## src/rtl/sft_pkg.sv

```systemverilog
// sft_pkg: shared types and OPCODE field positions for the operand-2 shifter.
// Optional build macro: SFT_REGSHIFT_2CYC_EN (adds the EXTRA state).
package sft_pkg;

  typedef enum logic [1:0] {
    SH_LSL = 2'b00,
    SH_LSR = 2'b01,
    SH_ASR = 2'b10,
    SH_ROR = 2'b11
  } shift_t;

`ifdef SFT_REGSHIFT_2CYC_EN
  typedef enum logic [1:0] {
    ST_IDLE  = 2'b00,
    ST_FULL  = 2'b01,
    ST_EXTRA = 2'b10
  } state_t;
`else
  typedef enum logic {
    ST_IDLE = 1'b0,
    ST_FULL = 1'b1
  } state_t;
`endif

  localparam int unsigned I_BIT     = 25;
  localparam int unsigned RS_BIT    = 4;
  localparam int unsigned TYPE_LSB  = 5;
  localparam int unsigned TYPE_MSB  = 6;
  localparam int unsigned IMM5_LSB  = 7;
  localparam int unsigned IMM5_MSB  = 11;
  localparam int unsigned ROT_LSB   = 8;
  localparam int unsigned ROT_MSB   = 11;
  localparam int unsigned IMM8_LSB  = 0;
  localparam int unsigned IMM8_MSB  = 7;

  // True when operand 2 is a register shifted by a register amount.
  function automatic logic is_reg_shift(input logic [31:0] op);
    return !op[I_BIT] && op[RS_BIT];
  endfunction

endpackage

```

## src/rtl/sft_core.sv

```systemverilog
// sft_core: combinational ARM operand-2 shifter (all modes, special encodings).
module sft_core
  import sft_pkg::*;
#(
  parameter int unsigned WIDTH = 32
) (
  input  logic [WIDTH-1:0] ina,
  input  logic [WIDTH-1:0] inb,
  input  logic [31:0]      opcode,
  input  logic             cin,
  output logic [WIDTH-1:0] res,
  output logic             cout
);

  localparam int unsigned SW    = $clog2(WIDTH);
  localparam logic [7:0]  W_AMT = 8'(WIDTH);

  function automatic logic [WIDTH-1:0] rotr(input logic [WIDTH-1:0] x,
                                            input logic [SW-1:0]    s);
    logic [2*WIDTH-1:0] dbl;
    dbl = {x, x} >> s;
    return dbl[WIDTH-1:0];
  endfunction

  shift_t           sh_type;
  logic [4:0]       imm5;
  logic [7:0]       amt;
  logic [SW-1:0]    amt_lo;
  logic [SW-1:0]    lsl_idx;
  logic [SW-1:0]    lsr_idx;
  logic [5:0]       rot6;
  logic [SW-1:0]    rot;
  logic [WIDTH-1:0] imm8;
  logic [WIDTH-1:0] rot_val;
  logic [WIDTH-1:0] ror_val;
  logic             unused_ok;

  assign unused_ok = ^{inb[WIDTH-1:8], opcode[31:26], opcode[24:12]};

  // Decode operand-2 fields and apply the shift with ARM special cases.
  always_comb begin
    res     = ina;
    cout    = cin;
    sh_type = shift_t'(opcode[TYPE_MSB:TYPE_LSB]);
    imm5    = opcode[IMM5_MSB:IMM5_LSB];
    amt     = opcode[RS_BIT] ? inb[7:0] : {3'b000, imm5};
    amt_lo  = amt[SW-1:0];
    lsl_idx = '0 - amt_lo;
    lsr_idx = amt_lo - SW'(1);
    rot6    = {1'b0, opcode[ROT_MSB:ROT_LSB], 1'b0};
    rot     = rot6[SW-1:0];
    imm8    = WIDTH'(opcode[IMM8_MSB:IMM8_LSB]);
    rot_val = rotr(imm8, rot);
    ror_val = rotr(ina, amt_lo);

    if (opcode[I_BIT]) begin
      res  = rot_val;
      cout = (rot == '0) ? cin : rot_val[WIDTH-1];
    end else if (!opcode[RS_BIT] && (imm5 == '0)) begin
      unique case (sh_type)
        SH_LSL: begin
          res  = ina;
          cout = cin;
        end
        SH_LSR: begin
          res  = '0;
          cout = ina[WIDTH-1];
        end
        SH_ASR: begin
          res  = {WIDTH{ina[WIDTH-1]}};
          cout = ina[WIDTH-1];
        end
        SH_ROR: begin
          res  = {cin, ina[WIDTH-1:1]};
          cout = ina[0];
        end
      endcase
    end else if (amt != '0) begin
      unique case (sh_type)
        SH_LSL: begin
          if (amt < W_AMT) begin
            res  = ina << amt_lo;
            cout = ina[lsl_idx];
          end else begin
            res  = '0;
            cout = (amt == W_AMT) ? ina[0] : 1'b0;
          end
        end
        SH_LSR: begin
          if (amt < W_AMT) begin
            res  = ina >> amt_lo;
            cout = ina[lsr_idx];
          end else begin
            res  = '0;
            cout = (amt == W_AMT) ? ina[WIDTH-1] : 1'b0;
          end
        end
        SH_ASR: begin
          if (amt < W_AMT) begin
            res  = $signed(ina) >>> amt_lo;
            cout = ina[lsr_idx];
          end else begin
            res  = {WIDTH{ina[WIDTH-1]}};
            cout = ina[WIDTH-1];
          end
        end
        SH_ROR: begin
          if (amt_lo == '0) begin
            res  = ina;
            cout = ina[WIDTH-1];
          end else begin
            res  = ror_val;
            cout = ror_val[WIDTH-1];
          end
        end
      endcase
    end
  end

endmodule

```

## src/rtl/sft_pipe_unit.sv

```systemverilog
// sft_pipe_unit: registered, valid/ready wrapper around sft_core.
// Optional build macro: SFT_REGSHIFT_2CYC_EN makes register-amount shifts take
// two cycles through an EXTRA state; without it every mode has latency 1.
module sft_pipe_unit
  import sft_pkg::*;
#(
  parameter int unsigned WIDTH = 32
) (
  input  logic             CLK,
  input  logic             RST,
  input  logic             IN_VALID,
  output logic             IN_READY,
  input  logic [WIDTH-1:0] INA,
  input  logic [WIDTH-1:0] INB,
  input  logic [31:0]      OPCODE,
  input  logic             CIN,
  output logic             OUT_VALID,
  input  logic             OUT_READY,
  output logic [WIDTH-1:0] OUT,
  output logic             COUT
);

  state_t           state_q, state_d;
  logic [WIDTH-1:0] out_q, out_d;
  logic             cout_q, cout_d;
  logic             accept;

  logic [WIDTH-1:0] core_ina, core_inb, core_res;
  logic [31:0]      core_op;
  logic             core_cin, core_cout;

`ifdef SFT_REGSHIFT_2CYC_EN
  logic [WIDTH-1:0] ina_q, ina_d;
  logic [WIDTH-1:0] inb_q, inb_d;
  logic [31:0]      op_q, op_d;
  logic             cin_q, cin_d;
`endif

  assign OUT_VALID = (state_q == ST_FULL);
  assign OUT       = out_q;
  assign COUT      = cout_q;

  // Core sees live inputs, or the captured request while finishing a register shift.
  always_comb begin
    core_ina = INA;
    core_inb = INB;
    core_op  = OPCODE;
    core_cin = CIN;
`ifdef SFT_REGSHIFT_2CYC_EN
    if (state_q == ST_EXTRA) begin
      core_ina = ina_q;
      core_inb = inb_q;
      core_op  = op_q;
      core_cin = cin_q;
    end
`endif
  end

  sft_core #(.WIDTH(WIDTH)) u_core (
    .ina    (core_ina),
    .inb    (core_inb),
    .opcode (core_op),
    .cin    (core_cin),
    .res    (core_res),
    .cout   (core_cout)
  );

  // Handshake, next state and result-register updates.
  always_comb begin
    state_d  = state_q;
    out_d    = out_q;
    cout_d   = cout_q;
`ifdef SFT_REGSHIFT_2CYC_EN
    ina_d    = ina_q;
    inb_d    = inb_q;
    op_d     = op_q;
    cin_d    = cin_q;
    IN_READY = (state_q != ST_EXTRA) && (!OUT_VALID || OUT_READY);
`else
    IN_READY = !OUT_VALID || OUT_READY;
`endif
    accept   = IN_VALID && IN_READY;

    unique case (state_q)
      ST_IDLE, ST_FULL: begin
        if (accept) begin
`ifdef SFT_REGSHIFT_2CYC_EN
          if (is_reg_shift(OPCODE)) begin
            state_d = ST_EXTRA;
            ina_d   = INA;
            inb_d   = INB;
            op_d    = OPCODE;
            cin_d   = CIN;
          end else begin
            state_d = ST_FULL;
            out_d   = core_res;
            cout_d  = core_cout;
          end
`else
          state_d = ST_FULL;
          out_d   = core_res;
          cout_d  = core_cout;
`endif
        end else if (OUT_VALID && OUT_READY) begin
          state_d = ST_IDLE;
        end
      end
`ifdef SFT_REGSHIFT_2CYC_EN
      ST_EXTRA: begin
        state_d = ST_FULL;
        out_d   = core_res;
        cout_d  = core_cout;
      end
`endif
      default: state_d = ST_IDLE;
    endcase
  end

  // State and result registers; reset discards any held or in-flight result.
  always_ff @(posedge CLK or posedge RST) begin
    if (RST) begin
      state_q <= ST_IDLE;
      out_q   <= '0;
      cout_q  <= 1'b0;
`ifdef SFT_REGSHIFT_2CYC_EN
      ina_q   <= '0;
      inb_q   <= '0;
      op_q    <= '0;
      cin_q   <= 1'b0;
`endif
    end else begin
      state_q <= state_d;
      out_q   <= out_d;
      cout_q  <= cout_d;
`ifdef SFT_REGSHIFT_2CYC_EN
      ina_q   <= ina_d;
      inb_q   <= inb_d;
      op_q    <= op_d;
      cin_q   <= cin_d;
`endif
    end
  end

endmodule

```

## config.mk

```make
export PLATFORM = sky130hd
export DESIGN_NAME = sft_pipe_unit
export DESIGN_NICKNAME = d
export VERILOG_FILES = /design/src/rtl/sft_pkg.sv /design/src/rtl/sft_core.sv /design/src/rtl/sft_pipe_unit.sv
export SDC_FILE = /design/constraint.sdc
export NUM_CORES = 1
export LEC_CHECK = 0
export ABC_AREA = 1
export BUFFER_PORTS_ARGS = -buffer_cell sky130_fd_sc_hd__buf_4
export CAP_MARGIN = 25
export CELL_PAD_IN_SITES_DETAIL_PLACEMENT = 1
export CELL_PAD_IN_SITES_GLOBAL_PLACEMENT = 1
export CORE_ASPECT_RATIO = 0.9
export CORE_MARGIN = 4
export CORE_UTILIZATION = 42
export DETAILED_ROUTE_END_ITERATION = 16
export PLACE_DENSITY = 0.95
export SLEW_MARGIN = 10
export SYNTH_ARGS = -nofsm -noshare
export SYNTH_HDL_FRONTEND = slang
export SYNTH_HIERARCHICAL = 1
export SYNTH_SLANG_ARGS = --single-unit
```

## constraint.sdc

```tcl
create_clock -name CLK -period 2 [get_ports CLK]
set_clock_uncertainty 0.2 [all_clocks]
set_input_delay 0.1 -clock CLK [delete_from_list [all_inputs] [get_ports CLK]]
set_output_delay 0.1 -clock CLK [all_outputs]
set_load 0.05 [all_outputs]
```

==> flow_metrics.tcl, run 1 <==
set metrics [dict create \
    outcome "aborted with a tool error" \
    stop_stage "clock tree synthesis (4_1_cts)" \
    firstError "[ERROR DPL-0033] detailed placement checks failed during check placement." \
    io_pins 136 \
    num_rows 51 \
    synth_area_per_cell_sq_um 4.900 \
    syn_nets 2019 \
    start_util_pct 43.03 \
    dp.cells 2482 \
    hpwl_microns 60500 \
    htreeDepth 2 \
    postCtsHoldBufs 1 \
    cts_setup_buffers 42 \
    synthCells 1911 \
    synth_cell_type_count 40 \
    cts-root-buf "clkbuf_16" \
    place.gp.congestion 1.290 \
    pre_cts_slack_ps -1481 \
    synth_area_leader_cell "nand2_1" \
    cts_buffers 5 \
    clock_sinks 34 \
    ys_seq_elements 34 \
    synthTopCellsByArea "nand2_1 (32%), nand3_1 (20%), dfrtp_1 (9.1%), inv_1 (5.5%), o21ai_0 (5.3%)" \
    synth-async-reset-ratio_pct 100.0 \
    clockBufferDepth 2 \
    dieHeight_microns 149.7 \
    synth-edff-count 0 \
    post_cts_resized 385 \
    yosysTopAreaCellShare_pct 32.03 \
    synth_seq_area_share_pct 9.086 \
    netlist_area_sq_um 9364 \
    portBuffers 92 \
    synth-main-ff-cell "dfrtp_1" \
    dieWidth_microns 165.4 \
    synth-warning-count 6 \
]
==> cells in the mapped netlist (all sizes together) (2+ instances only) <==
master and number:
buf 65, xor2 4, nand3 377, nand4 7, o221ai 13, o211ai 30, clkbuf 59, o21bai 2
ha 7, nor2 82, o22ai 7, clkinv 6, mux2i 4, a22o 5, a21oi 63, inv 146
nand2 814, dfrtp 34, o31ai 2, or2 8, nor3 4, o21ai 149, a31oi 18, o21a 3
==> per-stage QoR <==
step | setup TNS, ps | instance area, sq um | hold WS (ps)
2_1_floorplan | -13980 | 9494 | 41.60
3_3_place_gp | -25040 | 12460 | 24.57
3_5_place_dp | -36300 | 12460 | 78.75
==> logic make-up after synthesis <==
kind of cell | after synthesis | synth area share [%]
and+or+nand+nor | 1292 | 58.40
AOI/OAI and AO/OA | 293 | 17.89
buffers and inverters | 276 | 12.79
DFF | 34 | 9.086
adders and majority gates | 7 | 0.9353
xor gates and xnor gates | 5 | 0.4676
muxes | 4 | 0.4276
==> run 2, diff against run 1 <==
Settings changed: CELL_PAD_IN_SITES_DETAIL_PLACEMENT 1 to default, CELL_PAD_IN_SITES_GLOBAL_PLACEMENT 1 to default, CORE_ASPECT_RATIO 0.9 to default, CORE_UTILIZATION 42 to 35, PLACE_DENSITY 0.95 to default, PLACE_DENSITY_LB_ADDON from default to 0.15.
==> run 2 against run 1 <==
  * The flow now finishes, with violations (setup timing)
  * Synthesized cell count did not move
  * Area after synthesis did not move
==> flow_metrics.tcl, run 2 <==
set metrics [dict create \
    outcome "finished, violations left" \
    violations "setup timing" \
    tightest_slew_ps 892.1 \
    clock_sinks 34 \
    cp_top_family "simple AND/OR/NAND/NOR gates" \
    fin_total_pwr_mw 7.575 \
    tritoncts "done" \
    cp-start-kind "primary input" \
    synth-edff-count 0 \
    crit_type "primary input to flop" \
    powerDensity_nw_per_um2 485.6 \
    start_util_pct 35.73 \
    fin_nets 2391 \
    synth-main-ff-cell "dfrtp_1" \
    largest_reg_flops 32 \
    path_cells "buf_8, buf_4, nor2_4, nor2_4, buf_12, ha_4, nand2_2, nor2_4, ha_4, nor2_4, clkinv_4, nand2_1, nand2_1, nand3_1, nand2_1, nand2_1, nand2_1, nand2_2, nand2_1, nand2_1, nand3_1, nand2_1" \
    ant_nets 0 \
    crit_required_ps 2020 \
    synth_cell_type_count 40 \
    setup_viol 33 \
    synth_seq_area_share_pct 9.086 \
    ir_worst_vdd_mv 0.3668 \
    crit_path_frequent_cell "nand2_1" \
    clock_latency_ps 280 \
    via_count 15509 \
    antenna_found_initial 1 \
    portBuffers 92 \
    synth-compound-area-share_pct 17.89 \
    syn_to_final_growth_pct 66.60 \
    final-max-slew-violation-count 0 \
    final_cell_mix "nand2_1 (682), buf_4 (408), nand3_1 (217)" \
    synth_top_family_by_area "simple AND/OR/NAND/NOR gates" \
    hpwl_microns 49000 \
    yosys-top-cells-count "nand2_1 (799), nand3_1 (373), inv_1 (138)" \
    clk_pin_slew_ps 60 \
    routed_wl_microns 62890 \
    syn_nets 2019 \
    netlist_area_sq_um 9364 \
    firstDrtPassIters 6 \
    layout-drive-gt1-share_pct 39.19 \
    fin_setup_tns_ps -14030 \
    cts-root-buf "clkbuf_16" \
    min_period_over_period_pct 124.3 \
    yosysTopAreaCellShare_pct 32.03 \
    grt_max_degree 86 \
    ys_seq_elements 34 \
    leakage_nw 8.325 \
    max_cap_viol_count 0 \
    grt_pass1_wl_microns 89000 \
    crit_arrival_ps 2510 \
    cts_buffers 5 \
    fin_worst_hold_slack_ps 37.22 \
    hold_path.class "primary input to flop" \
    coreArea_sq_um 26210 \
    dieHeight_microns 171.6 \
    yosys.area_share.simple_pct 58.40 \
    wire_per_inst_microns 24.00 \
    finalWorstSetupSlack_ps -485.6 \
    num_rows 59 \
    final_util_pct 59.53 \
    drcViolationCount 0 \
    yosys.area_share.adder_pct 0.9353 \
    synth-warning-count 6 \
    vias_per_cell 5.919 \
    synthMuxAreaShare_pct 0.4276 \
    htreeDepth 2 \
    critical-path-slowest-cell "nor2_4" \
    die-area_sq_um 29430 \
    fin_crit_ps 2486 \
    relSlewSlack_pct 40.53 \
    grt_pass1_vias 14174 \
    max_stage_delay_ps 200 \
    synth-async-reset-ratio_pct 100.0 \
    synth_area_per_cell_sq_um 4.900 \
    critPathMaxFanout 8 \
    grt_remaining_overflow 0 \
    yosysMostFrequentCell "nand2_1" \
    end_kind "flop" \
    synth_area_leader_cell "nand2_1" \
    place.gp.congestion 1.099 \
    rsz0062_at_grt "true" \
    worst-path-buf-inv 4 \
    synth-xor-area-share_pct 0.4677 \
    clockBufferDepth 2 \
    grt_usage_pct 40.20 \
    fmax_mhz 402.3 \
    final_common_cell "nand2_1" \
    io_pins 136 \
    drt_iter0_drc 2373 \
    dieWidth_microns 171.6 \
    hold_viol 0 \
    synthCells 1911 \
    synthTopCellsByArea "nand2_1 (32%), nand3_1 (20%), dfrtp_1 (9.1%), inv_1 (5.5%), o21ai_0 (5.3%)" \
]
[run 2: worst paths after layout]
path                       cells after the start  slack [ps]  startpoint        end
setup / recovery                              22        -490   OPCODE[4]     OUT[5]
hold / removal                                 4          40   OUT_READY  OUT_VALID
setup reg to reg                               4         580   OUT_VALID    OUT[30]
hold reg to reg                                2         270     OUT[10]    OUT[10]
max in group asynchronous                      4         980         RST    OUT[11]
min in group asynchronous                      4         290         RST     OUT[9]
[run 2: where the power goes]
part           internal (mW)  switching, mW  total, mW
clock network          0.716          0.320       1.04
logic                   2.10           3.57       5.67
registers              0.792         0.0739      0.866
total                   3.61           3.96       7.58
[run 2: per-stage QoR]
stage | area (sq um) | instances | worst slack [ps]
final | 15600 | 2620 | -485.6
after global routing | 15600 | 2620 | -610.3
after CTS | 14470 | 2601 | -428.6
after detailed placement | 12940 | 2567 | -1015
after global placement | 12940 | 2567 | -1027
after floorplan | 9494 | 1911 | -492.9
[run 2: layout make-up]
cell class / count / area (sq um)
fill: 2685 / 10610
multi-input combinational: 1601 / 9074
timing repair buffer: 488 / 4448
sequential: 34 / 850.8
inverter: 152 / 603.1
tap: 335 / 419.2
clock buffer: 5 / 125.1
clock inverter: 3 / 68.82
timing repair inverter: 1 / 8.758
antenna: 1 / 2.502
[run 2: what timing repair did]
action | 4_1_cts | 5_1_grt
resized for setup | 247 | 224
buffers inserted | 23 | 13
endpoints found under the hold margin | 34 | 0
pin swaps | 93 | 111
gates cloned | 4 | 5
hold buffers | 1 | 0
endpoints found under the setup margin | 33 | 33
[run 2: layer usage]
metal / share of wire (%) / vias to the layer above / GRT usage (%) / routed length [microns]
li1: - / 7064 / - / -
met3: 11 / 253 / 6.550 / 6771
met2: 42 / 1067 / 61.41 / 26560
met5: 0 / - / 0 / 0
met4: 7.3 / 0 / 20.60 / 4588
met1: 40 / 7125 / 54.53 / 24960
[run 2: worst register-to-register path: stages, from the launching register on]
cell and delay, ps:
dfrtp_1 410, nand2_4 190, nand2_4 280, nand2_1 160, nand2_1 70
[run 2: cells by family after synthesis]
| group | Yosys count |
|---|---|
| buffers and inverters | 276 |
| multiplexers | 4 |
| flip-flops | 34 |
| AND/OR/NAND/NOR | 1292 |
| AO/OA/AOI/OAI | 293 |
| adder cells (fa/ha/maj) | 7 |
| XOR/XNOR | 5 |
Note: power is estimated with default switching activity, not from simulation.
==> run 3, diff against run 2 <==
Clock period 2 ns to 2.96 ns, I/O delays scaled along.
==> run 3 against run 2 <==
  * The flow now finishes without violations
  * Critical endpoint is now OUT[3]
  * Worst setup slack better by 620 ps
  * Power is 42% lower
  * Die area is the same
  * Routed wire length shrank 8.5%
  * Largest power group unchanged
  * Register-to-register slack better by 810 ps
==> flow_metrics.tcl, run 3 (synthesis gave the netlist of run 2 again) <==
set metrics [dict create \
    r2r-start "OUT_VALID" \
    layout.cells.non_filler 2459 \
    clkPwrFrac_pct 15.8 \
    max_stage_delay_ps 390 \
    io_pins 136 \
    cts_buffers 5 \
    grt_max_degree 54 \
    fmax_mhz 354.4 \
    p_seq_share_pct 13.4 \
    firstDrtPassIters 6 \
    power.internal_mw 2.014 \
    cp-start-kind "primary input" \
    ant_nets 0 \
    leakage_nw 6.812 \
    relSlewSlack_pct 56.61 \
    outcome "completed" \
    switching_share_pct 53.87 \
    place.gp.congestion 1.085 \
    final_util_pct 45.93 \
    grt_pass1_wl_microns 82940 \
    drt_iter0_drc 1905 \
    fin_crit_ps 2822 \
    grt_pass1_vias 12987 \
    clk_pin_slew_ps 60 \
    grt_usage_pct 38.00 \
    portBuffers 92 \
    critical-path-slowest-cell "inv_1" \
    setup_viol 0 \
    routed_wl_microns 57550 \
    htreeDepth 2 \
    num_rows 59 \
    hold_path.class "primary input to flop" \
    cp_top_family "simple AND/OR/NAND/NOR gates" \
    cts-root-buf "clkbuf_16" \
    power_frac_comb_pct 70.8 \
    syn_to_final_growth_pct 28.55 \
    crit_type "primary input to flop" \
    crit_required_ps 2980 \
    critPathLaunch "OPCODE[4]" \
    clock_sinks 34 \
    dp.cells 2450 \
    grt_remaining_overflow 0 \
    via_count 14148 \
    hpwl_microns 47860 \
    final_cell_mix "nand2_1 (798), nand3_1 (368), buf_4 (316)" \
    min_period_over_period_pct 95.33 \
    crit_arrival_ps 2840 \
    antenna_cells 0 \
    dieWidth_microns 171.6 \
    wire_per_inst_microns 23.40 \
    coreArea_sq_um 26210 \
    rsz0062_at_grt "false" \
    hold_viol 0 \
    ir_worst_vdd_mv 0.3395 \
    largest_reg_flops 32 \
    end_kind "flop" \
    drcViolationCount 0 \
    tritoncts "done" \
    ff_latch_area_sq_um 850.8 \
    vias_per_cell 5.754 \
    die-area_sq_um 29430 \
    final_common_cell "nand2_1" \
    multiInputGateArea_sq_um 7386 \
    crit_path_frequent_cell "nand2_1" \
    tightest_slew_ps 650.8 \
    critPathMaxFanout 11 \
    worst-path-buf-inv 7 \
    antenna_found_initial 2 \
    switchingPower_mw 2.353 \
    start_util_pct 35.73 \
    dieHeight_microns 171.6 \
    final-max-slew-violation-count 0 \
    layout-drive-gt1-share_pct 18.31 \
    clock_latency_ps 280 \
    hp-start "IN_VALID" \
    max_cap_viol_count 0 \
    fin_nets 2231 \
    powerDensity_nw_per_um2 362.8 \
    num-fill-cells 3054 \
    path_cells "buf_4, buf_4, nand2_1, inv_1, nor2_1, inv_1, buf_4, nor2_2, nand2_1, inv_1, nand2_1, nand2_1, inv_1, nand2_1, nand2_1, nand2_1, nand2_1, nand2_1, nand3_1, nand2_1" \
    clockBufferDepth 2 \
]
## run 3: changes by cell type in the layout (fill, tap and decap cells not counted), moves of 20 or more
cell	before	now
buf_12	35	11
buf_4	408	316
buf_6	28	1
nand2_1	682	798
nand2_2	110	9
nand3_1	217	368
nand3_2	140	9
nand3_4	20	0
o21ai_2	28	0
## run 3: cell type report
type	count	area share, %
multi-input cells	1601	61.36
flip-flops and latches	34	7.068
repair buffers	329	21.71
well taps	335	3.482
clock inverters	3	0.5717
inverters	152	4.771
clock buffers	5	1.039
## run 3: power by group through the flow
stage	Clock, mW	Combinational (mW)	Sequential [mW]
after detailed placement	0	2.98	0.591
after global routing	0.714	3.30	0.591
after floorplan	0	1.48	0.829
final	0.689	3.09	0.584
after CTS	0.688	3.00	0.584
after global placement	0	2.99	0.590
## run 3: final timing paths
check                           to  slack [ps]  cells past startpoint
hold reg to reg            OUT[13]         270                      2
hold / removal             OUT[22]         110                      3
max in group asynchronous  OUT[26]        1920                      4
min in group asynchronous   OUT[0]         330                      4
setup / recovery            OUT[3]         140                     20
setup reg to reg           OUT[18]        1390                      4
## run 3: repair_timing
item | 4_1_cts | 5_1_grt
hold buffers | 1 | 0
hold endpoints to repair | 34 | 0
resized for setup | 0 | 15
setup buffers | 0 | 0
endpoints found under the setup margin | 0 | 14
## run 3: layer usage
layer | share of wire (%) | GRT usage, % | wire length, microns
met5 | 0.035 | 0 | 20
met4 | 6.7 | 20.15 | 3883
met3 | 11 | 8.619 | 6254
met2 | 41 | 55.46 | 23360
met1 | 42 | 51.96 | 24030
## run 3: worst min-delay path, stage by stage
cell and delay, ps:
buf_4 230, nand3_1 120, nand2_1 50
## run 3: per-stage QoR
| step | worst slack, ps | hold WS, ps | total power [mW] | area, sq um | setup TNS, ps |
|---|---|---|---|---|---|
| floorplan | 45.35 | 89.60 | 2.306 | 9369 | 0 |
| global placement | -173.9 | 70.55 | 3.576 | 11790 | -925.7 |
| detailed placement | -188.7 | 74.57 | 3.576 | 11790 | -1261 |
| CTS | 86.11 | 109.8 | 4.267 | 11990 | 0 |
| global route | 9.046 | 125.1 | 4.610 | 12040 | 0 |
| finish | 138.1 | 112.2 | 4.367 | 12040 | 0 |
